`src/rtl/serial_pattern_tx_if.sv`:
```
// Serial pattern transmitter port bundle: command side (load/start/stop) plus the serial line and status.
// master is the transmitter that drives the line; slave is the controlling/observing side.
interface serial_pattern_tx_if #(
    parameter int WIDTH = 16,
    parameter int LEN_W = 5
);
    logic             load;
    logic [WIDTH-1:0] data_in;
    logic [LEN_W-1:0] length;
    logic             start;
    logic             repeat_en;
    logic             stop;
    logic             serial_out;
    logic             bit_valid;
    logic             busy;
    logic             done;
    logic [LEN_W-1:0] bit_index;
    logic             expect_101;

    modport master (
        input  load, data_in, length, start, repeat_en, stop,
        output serial_out, bit_valid, busy, done, bit_index, expect_101
    );

    modport slave (
        output load, data_in, length, start, repeat_en, stop,
        input  serial_out, bit_valid, busy, done, bit_index, expect_101
    );
endinterface

```
`src/rtl/serial_pattern_tx.sv`:
```
// Bit-serial pattern transmitter: shifts a loaded word out LSB-first with optional repeat and a 1-0-1 reference flag.
// Latency: start sampled at edge N puts bit 0 on the line after edge N; one bit per clock, done one cycle after the last bit.
// Backpressure: none on the line; load/start are ignored while busy, stop aborts on the next edge.
module serial_pattern_tx #(
    parameter int WIDTH = 16,
    parameter int LEN_W = 5
) (
    input  logic                clock,
    input  logic                reset,
    serial_pattern_tx_if.master bus
);
    typedef enum logic {IDLE = 1'b0, SEND = 1'b1} state_t;

    // The length register holds the index of the final bit, so WIDTH=32 still fits in LEN_W bits.
    localparam logic [LEN_W-1:0] FULL_LAST = LEN_W'(WIDTH - 1);

    state_t           state, state_nxt;
    logic [WIDTH-1:0] data_reg, data_nxt;
    logic [LEN_W-1:0] last_reg, last_nxt;
    logic             serial_out_q, serial_out_nxt;
    logic             bit_valid_q, bit_valid_nxt;
    logic             busy_q, busy_nxt;
    logic             done_q, done_nxt;
    logic [LEN_W-1:0] bit_index_q, bit_index_nxt;
    logic [1:0]       hist_q, hist_nxt;
    logic [LEN_W-1:0] load_last;
    logic [WIDTH-1:0] send_data;
    logic [WIDTH-1:0] shifted;
    logic             at_last;

    always_comb begin
        if (bus.length == '0 || int'(bus.length) > WIDTH)
            load_last = FULL_LAST;
        else
            load_last = bus.length - LEN_W'(1);
    end

    // A load in the same cycle as start must feed the first bit directly.
    assign send_data = bus.load ? bus.data_in : data_reg;
    assign at_last   = (bit_index_q == last_reg);

    always_ff @(posedge clock or negedge reset) begin
        if (!reset) begin
            state        <= IDLE;
            data_reg     <= '0;
            last_reg     <= FULL_LAST;
            serial_out_q <= 1'b0;
            bit_valid_q  <= 1'b0;
            busy_q       <= 1'b0;
            done_q       <= 1'b0;
            bit_index_q  <= '0;
            hist_q       <= 2'b00;
        end else begin
            state        <= state_nxt;
            data_reg     <= data_nxt;
            last_reg     <= last_nxt;
            serial_out_q <= serial_out_nxt;
            bit_valid_q  <= bit_valid_nxt;
            busy_q       <= busy_nxt;
            done_q       <= done_nxt;
            bit_index_q  <= bit_index_nxt;
            hist_q       <= hist_nxt;
        end
    end

    always_comb begin
        state_nxt = state;
        case (state)
            IDLE: if (bus.start) state_nxt = SEND;
            SEND: begin
                if (bus.stop)
                    state_nxt = IDLE;
                else if (at_last && !bus.repeat_en)
                    state_nxt = IDLE;
            end
            default: state_nxt = IDLE;
        endcase
    end

    always_comb begin
        data_nxt       = data_reg;
        last_nxt       = last_reg;
        serial_out_nxt = serial_out_q;
        bit_valid_nxt  = bit_valid_q;
        busy_nxt       = busy_q;
        done_nxt       = 1'b0;
        bit_index_nxt  = bit_index_q;
        hist_nxt       = hist_q;
        shifted        = '0;
        case (state)
            IDLE: begin
                if (bus.load) begin
                    data_nxt = bus.data_in;
                    last_nxt = load_last;
                end
                if (bus.start) begin
                    serial_out_nxt = send_data[0];
                    bit_valid_nxt  = 1'b1;
                    busy_nxt       = 1'b1;
                    bit_index_nxt  = '0;
                    hist_nxt       = 2'b00;
                end
            end
            SEND: begin
                hist_nxt = {hist_q[0], serial_out_q};
                if (bus.stop) begin
                    serial_out_nxt = 1'b0;
                    bit_valid_nxt  = 1'b0;
                    busy_nxt       = 1'b0;
                    bit_index_nxt  = '0;
                end else if (at_last) begin
                    done_nxt      = 1'b1;
                    bit_index_nxt = '0;
                    if (bus.repeat_en) begin
                        serial_out_nxt = data_reg[0];
                    end else begin
                        serial_out_nxt = 1'b0;
                        bit_valid_nxt  = 1'b0;
                        busy_nxt       = 1'b0;
                    end
                end else begin
                    bit_index_nxt  = bit_index_q + LEN_W'(1);
                    shifted        = data_reg >> bit_index_nxt;
                    serial_out_nxt = shifted[0];
                end
            end
            default: ;
        endcase
    end

    assign bus.serial_out = serial_out_q;
    assign bus.bit_valid  = bit_valid_q;
    assign bus.busy       = busy_q;
    assign bus.done       = done_q;
    assign bus.bit_index  = bit_index_q;
    assign bus.expect_101 = bit_valid_q & serial_out_q & hist_q[1] & ~hist_q[0];
endmodule

```
`src/flat_wrapper.sv`:
```
// flat-port wrapper written by rule: the top's interface ports become plain ports
module serial_pattern_tx_flat 
#(
    parameter int WIDTH = 16,
    parameter int LEN_W = 5
)
  (clock, reset, bus_load, bus_data_in, bus_length, bus_start, bus_repeat_en, bus_stop, bus_serial_out, bus_bit_valid, bus_busy, bus_done, bus_bit_index, bus_expect_101);
  serial_pattern_tx_if #(.WIDTH(WIDTH), .LEN_W(LEN_W)) bus_i ();
  input  logic clock;
  input  logic reset;
  input wire logic [$bits(bus_i.load)-1:0] bus_load;
  input wire logic [$bits(bus_i.data_in)-1:0] bus_data_in;
  input wire logic [$bits(bus_i.length)-1:0] bus_length;
  input wire logic [$bits(bus_i.start)-1:0] bus_start;
  input wire logic [$bits(bus_i.repeat_en)-1:0] bus_repeat_en;
  input wire logic [$bits(bus_i.stop)-1:0] bus_stop;
  output wire logic [$bits(bus_i.serial_out)-1:0] bus_serial_out;
  output wire logic [$bits(bus_i.bit_valid)-1:0] bus_bit_valid;
  output wire logic [$bits(bus_i.busy)-1:0] bus_busy;
  output wire logic [$bits(bus_i.done)-1:0] bus_done;
  output wire logic [$bits(bus_i.bit_index)-1:0] bus_bit_index;
  output wire logic [$bits(bus_i.expect_101)-1:0] bus_expect_101;
  assign bus_i.load = bus_load;
  assign bus_i.data_in = bus_data_in;
  assign bus_i.length = bus_length;
  assign bus_i.start = bus_start;
  assign bus_i.repeat_en = bus_repeat_en;
  assign bus_i.stop = bus_stop;
  assign bus_serial_out = bus_i.serial_out;
  assign bus_bit_valid = bus_i.bit_valid;
  assign bus_busy = bus_i.busy;
  assign bus_done = bus_i.done;
  assign bus_bit_index = bus_i.bit_index;
  assign bus_expect_101 = bus_i.expect_101;
  serial_pattern_tx #(.WIDTH(WIDTH), .LEN_W(LEN_W)) u_core (.clock(clock), .reset(reset), .bus(bus_i));
endmodule
```
`config.mk`:
```
export PLATFORM = sky130hd
export DESIGN_NAME = serial_pattern_tx_flat
export DESIGN_NICKNAME = d
export VERILOG_FILES = /design/src/rtl/serial_pattern_tx_if.sv /design/src/rtl/serial_pattern_tx.sv /design/src/flat_wrapper.sv
export SDC_FILE = /design/constraint.sdc
export NUM_CORES = 1
export LEC_CHECK = 0
export CAP_MARGIN = 20
export CORE_UTILIZATION = 53
export CTS_CLUSTER_DIAMETER = 40
export DETAILED_ROUTE_END_ITERATION = 10
export PLACE_DENSITY = 0.84
export RECOVER_POWER = 25
export SKIP_LAST_GASP = 1
export SYNTH_ARGS = -nofsm -noshare
export SYNTH_HDL_FRONTEND = slang
export SYNTH_SLANG_ARGS = --single-unit
```
`constraint.sdc`:
```
create_clock -name clock -period 3.7 [get_ports clock]
set_input_delay 1.11 -clock clock [delete_from_list [all_inputs] [get_ports clock]]
set_output_delay 1.11 -clock clock [all_outputs]
set_load 0.02 [all_outputs]
```
==> metrics.txt, run 1 <==
outcome complete, but fails checks; violations in the final reports DRC, capacitance limit, slew limit; path category of the worst min-delay check flip-flop to flip-flop; origin of the worst setup path reset; critical path's top delay family buffers and inverters; first-pass GRT wire length 5690 µm; startpoint of the worst register-to-register path u_core.bus.bit_index[0]; endpoint of the most critical register-to-register path u_core.bus.serial_out; power per standard cell area 512 nW/µm²; detail-routed net length per standard cell 15.5 µm; delay of the slowest cell on the worst path 1.24 ns; count of placed standard cells in the final layout, fillers left out 208; Post-CTS Resized 0; violation count after the first detailed-route iteration 30; share of layout cells above drive strength 1 17.5%; number of buffers added for setup after CTS 0; TritonCTS Buffers 5; pin count of the biggest net entering global routing 33; Rel. slew slack -14.4%; Max stage delay cell, worst path clkbuf_1; Clock transition at path regs 0.09 ns; number of hold violations in the final report 0; worst reg2reg setup slack 1.66 ns; aggregate global routing overflow 0; insertion delay of the later-clocked pin in the worst-skew pair 0.33 ns; commonest cells after routing, fill and taps aside clkdlybuf4s50_1 (35), dfrtp_1 (28), mux2_2 (17); top-level I/O count 37; unique cell type count in the Yosys netlist 31; H-tree Lvls 2; Max Freq 364 MHz; via count of the first global-routing pass 1,276; cell depth of the worst setup path 2; cell area after synthesis 1630 µm²; WL final 3220 µm; sequential element share of the synthesized area 49.6%; clock sink count 32; DP Cell Count 200; max-cap viol count 1; start point of the worst hold path u_core.hist_q[1]; final HPWL from detailed placement 2410 µm; post-layout power 1.06 mW; number of flip-flops in the largest register 16; DR pass1 iterations 7; setup repair after global routing missed its margin no; # DRC 3; Clock Tree Buf Depth 2; area of the die 3290 µm²; synthesized instance count 136; cells along the critical path dlygate4sd3_1, clkbuf_1; syn_area_per_cell 12.0 µm²; hold_buf cts 0; kind of capture point of the worst setup path asynchronous set/reset pin; worst slew pin tran 1.72 ns; Initial Util 57.5%; die outline width 57.4 µm; type of origin of the critical path input port; Synthesized Nets 166; leading register cell type out of synthesis dfrtp_1; placeable core region 2830 µm²; share of the clock period used by the worst path 74.2%; number of vias per cell after detailed routing 5.73; row cnt 19; largest fanout on the critical path 32; setup clock skew after layout 0.00746 ns; remaining number of nets flagged by the antenna check after routing 0; Data arrival, critical path 2.88 ns; maximum ir drop on the vdd rail 0.370 mV; buffering stage count on the worst path with inverters included 2; start-to-end type of the worst setup path input port to asynchronous set/reset pin; RD Place Congestion 0.800; Total Nets Final 206; area overhead of the layout relative to synthesis 27.0%; initial antenna violation count 0; Port Buffer Count 36; all-layer global routing usage 23.4%; Min Hold Slack 0.502 ns; Die Ht 57.4 µm; most common cell after layout, fill and taps aside clkdlybuf4s50_1; Synth async-reset ratio 100%; number of antenna cells inserted 0; setup violators final 0; routed via count 1,192; buffer cell driving the clock tree root clkbuf_4; post-synthesis register bit count 32; synth warn 0; endpoint required time on the critical path 3.83 ns; Final TNS setup 0 ns; static leakage 0.849 nW; Final Slew Violations 33; number of enable-type register cells in the synthesized netlist 0; worst setup path endpoint u_core.bus.bit_index[3]; final critical path time including I/O delays and setup 2.75 ns; TritonCTS clock tree yes; length in cells of the worst reg-to-reg path 5
-- Yosys cell counts, drive strengths merged (2+ instances only) --
cell    number  area (µm²)
o22ai        2        12.5
o211ai       3        22.5
nor2        11        41.3
nor3b        2        15.0
nand2        7        26.3
buf          5        40.0
and2         2        12.5
nand3        4        20.0
ha           3        37.5
xnor2        8        70.1
nor3         2        10.0
mux2i        2        20.0
a21oi        6        30.0
mux2        17         191
o21ai        5        25.0
inv          8        30.0
mux4         4         105
dfstp        4         105
a22o         2        17.5
xor2         3        26.3
dfrtp       28         701
-- power breakdown --
part / internal, mW / switching, mW
combinational: 0.191 / 0.135
clock: 0.112 / 0.117
sequential: 0.437 / 0.0655
-- cell families after synthesis --
family	count (synthesis)	share of synthesized area (%)
DFF	32	49.6
buffers and inverters	13	4.31
and+or+nand+nor	31	9.24
muxes	23	19.5
AOI/OAI and AO/OA	23	9.16
adders and majority gates	3	2.31
xor gates and xnor gates	11	5.93
-- per-stage QoR --
step	cell area [µm²]	util, %	setup slack [ns]
floorplan	1630	-	1.64
global placement	2000	70.7	1.15
detailed placement	2000	70.7	1.09
CTS	2070	73.1	0.975
global route	2060	73.0	0.657
finish	2060	73.0	0.954
-- area by class of cell --
class / instances / area (µm²)
Timing Repair Buffer: 38 / 372
Sequential cell: 32 / 806
Multi-Input combinational cell: 91 / 749
Tap cell: 31 / 38.8
Fill cell: 213 / 764
Clock buffer: 8 / 68.8
Inverter: 8 / 30.0
-- metal layers --
layer / up-vias / GRT usage (%) / share of wire (%)
met3: 13 / 5.44 / 5.2
met5: - / 0 / 0
li1: 568 / - / -
met2: 46 / 39.0 / 53
met1: 565 / 27.7 / 39
met4: 0 / 13.2 / 3.0
-- worst min path at each step --
stage / slack, ns / cells past startpoint / endpoint
detailed placement: 0.48 / 1 / u_core.hist_q[1]
global route: 0.54 / 2 / u_core.last_reg[2]
floorplan: 0.46 / 1 / u_core.hist_q[1]
global placement: 0.48 / 1 / u_core.hist_q[1]
finish: 0.50 / 1 / u_core.hist_q[1]
CTS: 0.50 / 1 / u_core.hist_q[1]
Note: power is estimated with default switching activity, not from simulation.
==> inputs of run 2 (changes only) <==
Settings changed: CORE_UTILIZATION 53 to 45, PLACE_DENSITY 0.84 to 0.76.
Clock period 3.7 ns to 2.3 ns, I/O delays scaled along.
==> run 2 against run 1 <==
Effect of this change:
- the flow now finishes without violations
- utilization is 11 points lower
- combinational power is 64% higher
- clock-buffer cell count stayed put
- critical endpoint is now bus_bit_index[0]
==> metrics.txt, run 2 (same netlist as run 1, synthesis figures left out) <==
pin count of the biggest net entering global routing 33 (unchanged); max-cap viol count 0 (-1); met2 layer wire length in the routed design 1500 µm (-12%); number of antenna cells inserted 0 (unchanged); kind of capture point of the worst setup path output port; detailed route wirelength on metal3 157 µm (-6.0%); all-layer global routing usage 17.1% (-6.3 points); maximum ir drop on the vdd rail 0.452 mV (+22%); Max Freq 448 MHz; remaining number of nets flagged by the antenna check after routing 0 (unchanged); Rel. slew slack 48.7% (+63 points); # DRC 0 (-3); static leakage 0.873 nW (+2.8%); Final TNS setup 0 ns (unchanged); initial antenna violation count 0 (unchanged); RD Place Congestion 0.765 (-4.4%); DR pass1 iterations 4 (-3); violation count after the first detailed-route iteration 50 (+67%); Total Nets Final 207 (+0.49%); TritonCTS clock tree yes; buffer cell driving the clock tree root clkbuf_4; number of vias per cell after detailed routing 5.24 (-8.6%); insertion delay of the later-clocked pin in the worst-skew pair 0.33 ns (about the same); setup violators final 0 (unchanged); placeable core region 3390 µm² (+20%); number of buffers added for setup after CTS 0 (unchanged); final critical path time including I/O delays and setup 2.23 ns; setup repair after global routing missed its margin no; TritonCTS Buffers 5 (unchanged); cells along the critical path buf_4, clkdlybuf4s50_1; largest fanout on the critical path 7 (-78%); path category of the worst min-delay check flip-flop to flip-flop; start-to-end type of the worst setup path flip-flop to output port; via count of the first global-routing pass 1,142 (-11%); number of hold violations in the final report 0 (unchanged); Clock transition at path regs 0.10 ns (about the same); Clock Tree Buf Depth 2 (unchanged); delay of the slowest cell on the worst path 0.61 ns (-0.63 ns); detail-routed net length per standard cell 13.6 µm (-12%); Post-CTS Resized 0 (unchanged); setup clock skew after layout 0.0151 ns (+0.00766 ns); row cnt 21 (+2); Max stage delay cell, worst path clkdlybuf4s50_1; final HPWL from detailed placement 2270 µm (-5.9%); Initial Util 48.0% (-9.5 points); endpoint required time on the critical path 1.61 ns (-2.22 ns); power per standard cell area 795 nW/µm² (+55%); FF+latch area 806 µm² (unchanged); Port Buffer Count 36 (unchanged); Final Slew Violations 0 (-100%); share of the clock period used by the worst path 97.1%; Fill cells 274 (+29%); Data arrival, critical path 1.54 ns (-1.34 ns); most common cell after layout, fill and taps aside clkdlybuf4s50_1; Min Hold Slack 0.506 ns (+0.00357 ns); area of combinational cells with multiple inputs 749 µm² (unchanged); die outline width 62.1 µm (+8.2%); H-tree Lvls 2 (unchanged); routed via count 1,173 (-1.6%); wire length on met1 1360 µm (+9.5%); outcome complete, no violations; Die Ht 62.1 µm (+8.2%); WL final 3050 µm (-5.1%); hold_buf cts 0 (unchanged); first-pass GRT wire length 5200 µm (-8.5%); number of flip-flops in the largest register 16 (unchanged); area of the die 3860 µm² (+17%); top-level I/O count 37 (unchanged); share of layout cells above drive strength 1 18.0% (+0.46 points); clock sink count 32 (unchanged); commonest cells after routing, fill and taps aside clkdlybuf4s50_1 (34), dfrtp_1 (28), mux2_2 (17); aggregate global routing overflow 0 (unchanged); worst slew pin tran 0.769 ns (-0.946 ns); type of origin of the critical path flip-flop; top routing layer in use met4; area overhead of the layout relative to synthesis 29.0%
[run 2: worst max-delay path: cells and delay by family (launching register included)]
| kind | cells | cell delay (ns) |
|---|---|---|
| flip-flops | 1 | 0.42 |
| buffers and inverters | 2 | 0.80 |
[run 2: path summary, 6_finish.rpt]
path | from | endpoint | slack (ns) | cells past startpoint
setup / recovery | u_core.bus.bit_index[0] | bus_bit_index[0] | 0.07 | 2
hold / removal | u_core.hist_q[1] | u_core.hist_q[1] | 0.51 | 1
setup reg to reg | u_core.bus.bit_index[1] | u_core.bus.serial_out | 0.42 | 5
hold reg to reg | u_core.hist_q[1] | u_core.hist_q[1] | 0.51 | 1
max in group asynchronous | reset | u_core.bus.bit_index[1] | 0.84 | 2
min in group asynchronous | reset | u_core.last_reg[4] | 0.95 | 2
[run 2: through the flow]
stage / util [%] / power [mW] / worst slack, ns / cells / instance area, µm²
after floorplan: - / 1.16 / 0.455 / 136 / 1630
final: 61.9 / 1.67 / 0.0670 / 224 / 2100
after CTS: 61.9 / 1.69 / 0.0356 / 224 / 2100
after global placement: 60.1 / 1.33 / 0.177 / 216 / 2040
after global routing: 61.9 / 1.77 / 0.00774 / 224 / 2100
after detailed placement: 60.1 / 1.36 / 0.0752 / 216 / 2040
[run 2: where the power goes]
group / internal [mW] / total [mW] / leakage, nW / switching, mW
registers: 0.703 / 0.804 / 0.386 / 0.101
clock network: 0.151 / 0.329 / 0.0326 / 0.178
logic: 0.316 / 0.534 / 0.454 / 0.218
[run 2: area by class of cell]
type / instances / share of cell area [%]
multi-input cells: 91 / 35.7
repair buffers: 39 / 18.9
clock buffers: 8 / 2.80
well taps: 46 / 2.74
inverters: 8 / 1.43
flip-flops and latches: 32 / 38.4
[run 2: layer usage]
| layer | vias to the layer above | GRT usage, % |
|---|---|---|
| met2 | 39 | 28.8 |
| met3 | 6 | 4.23 |
| met1 | 564 | 21.7 |
| met5 | - | 0 |
| li1 | 564 | - |
| met4 | 0 | 5.23 |
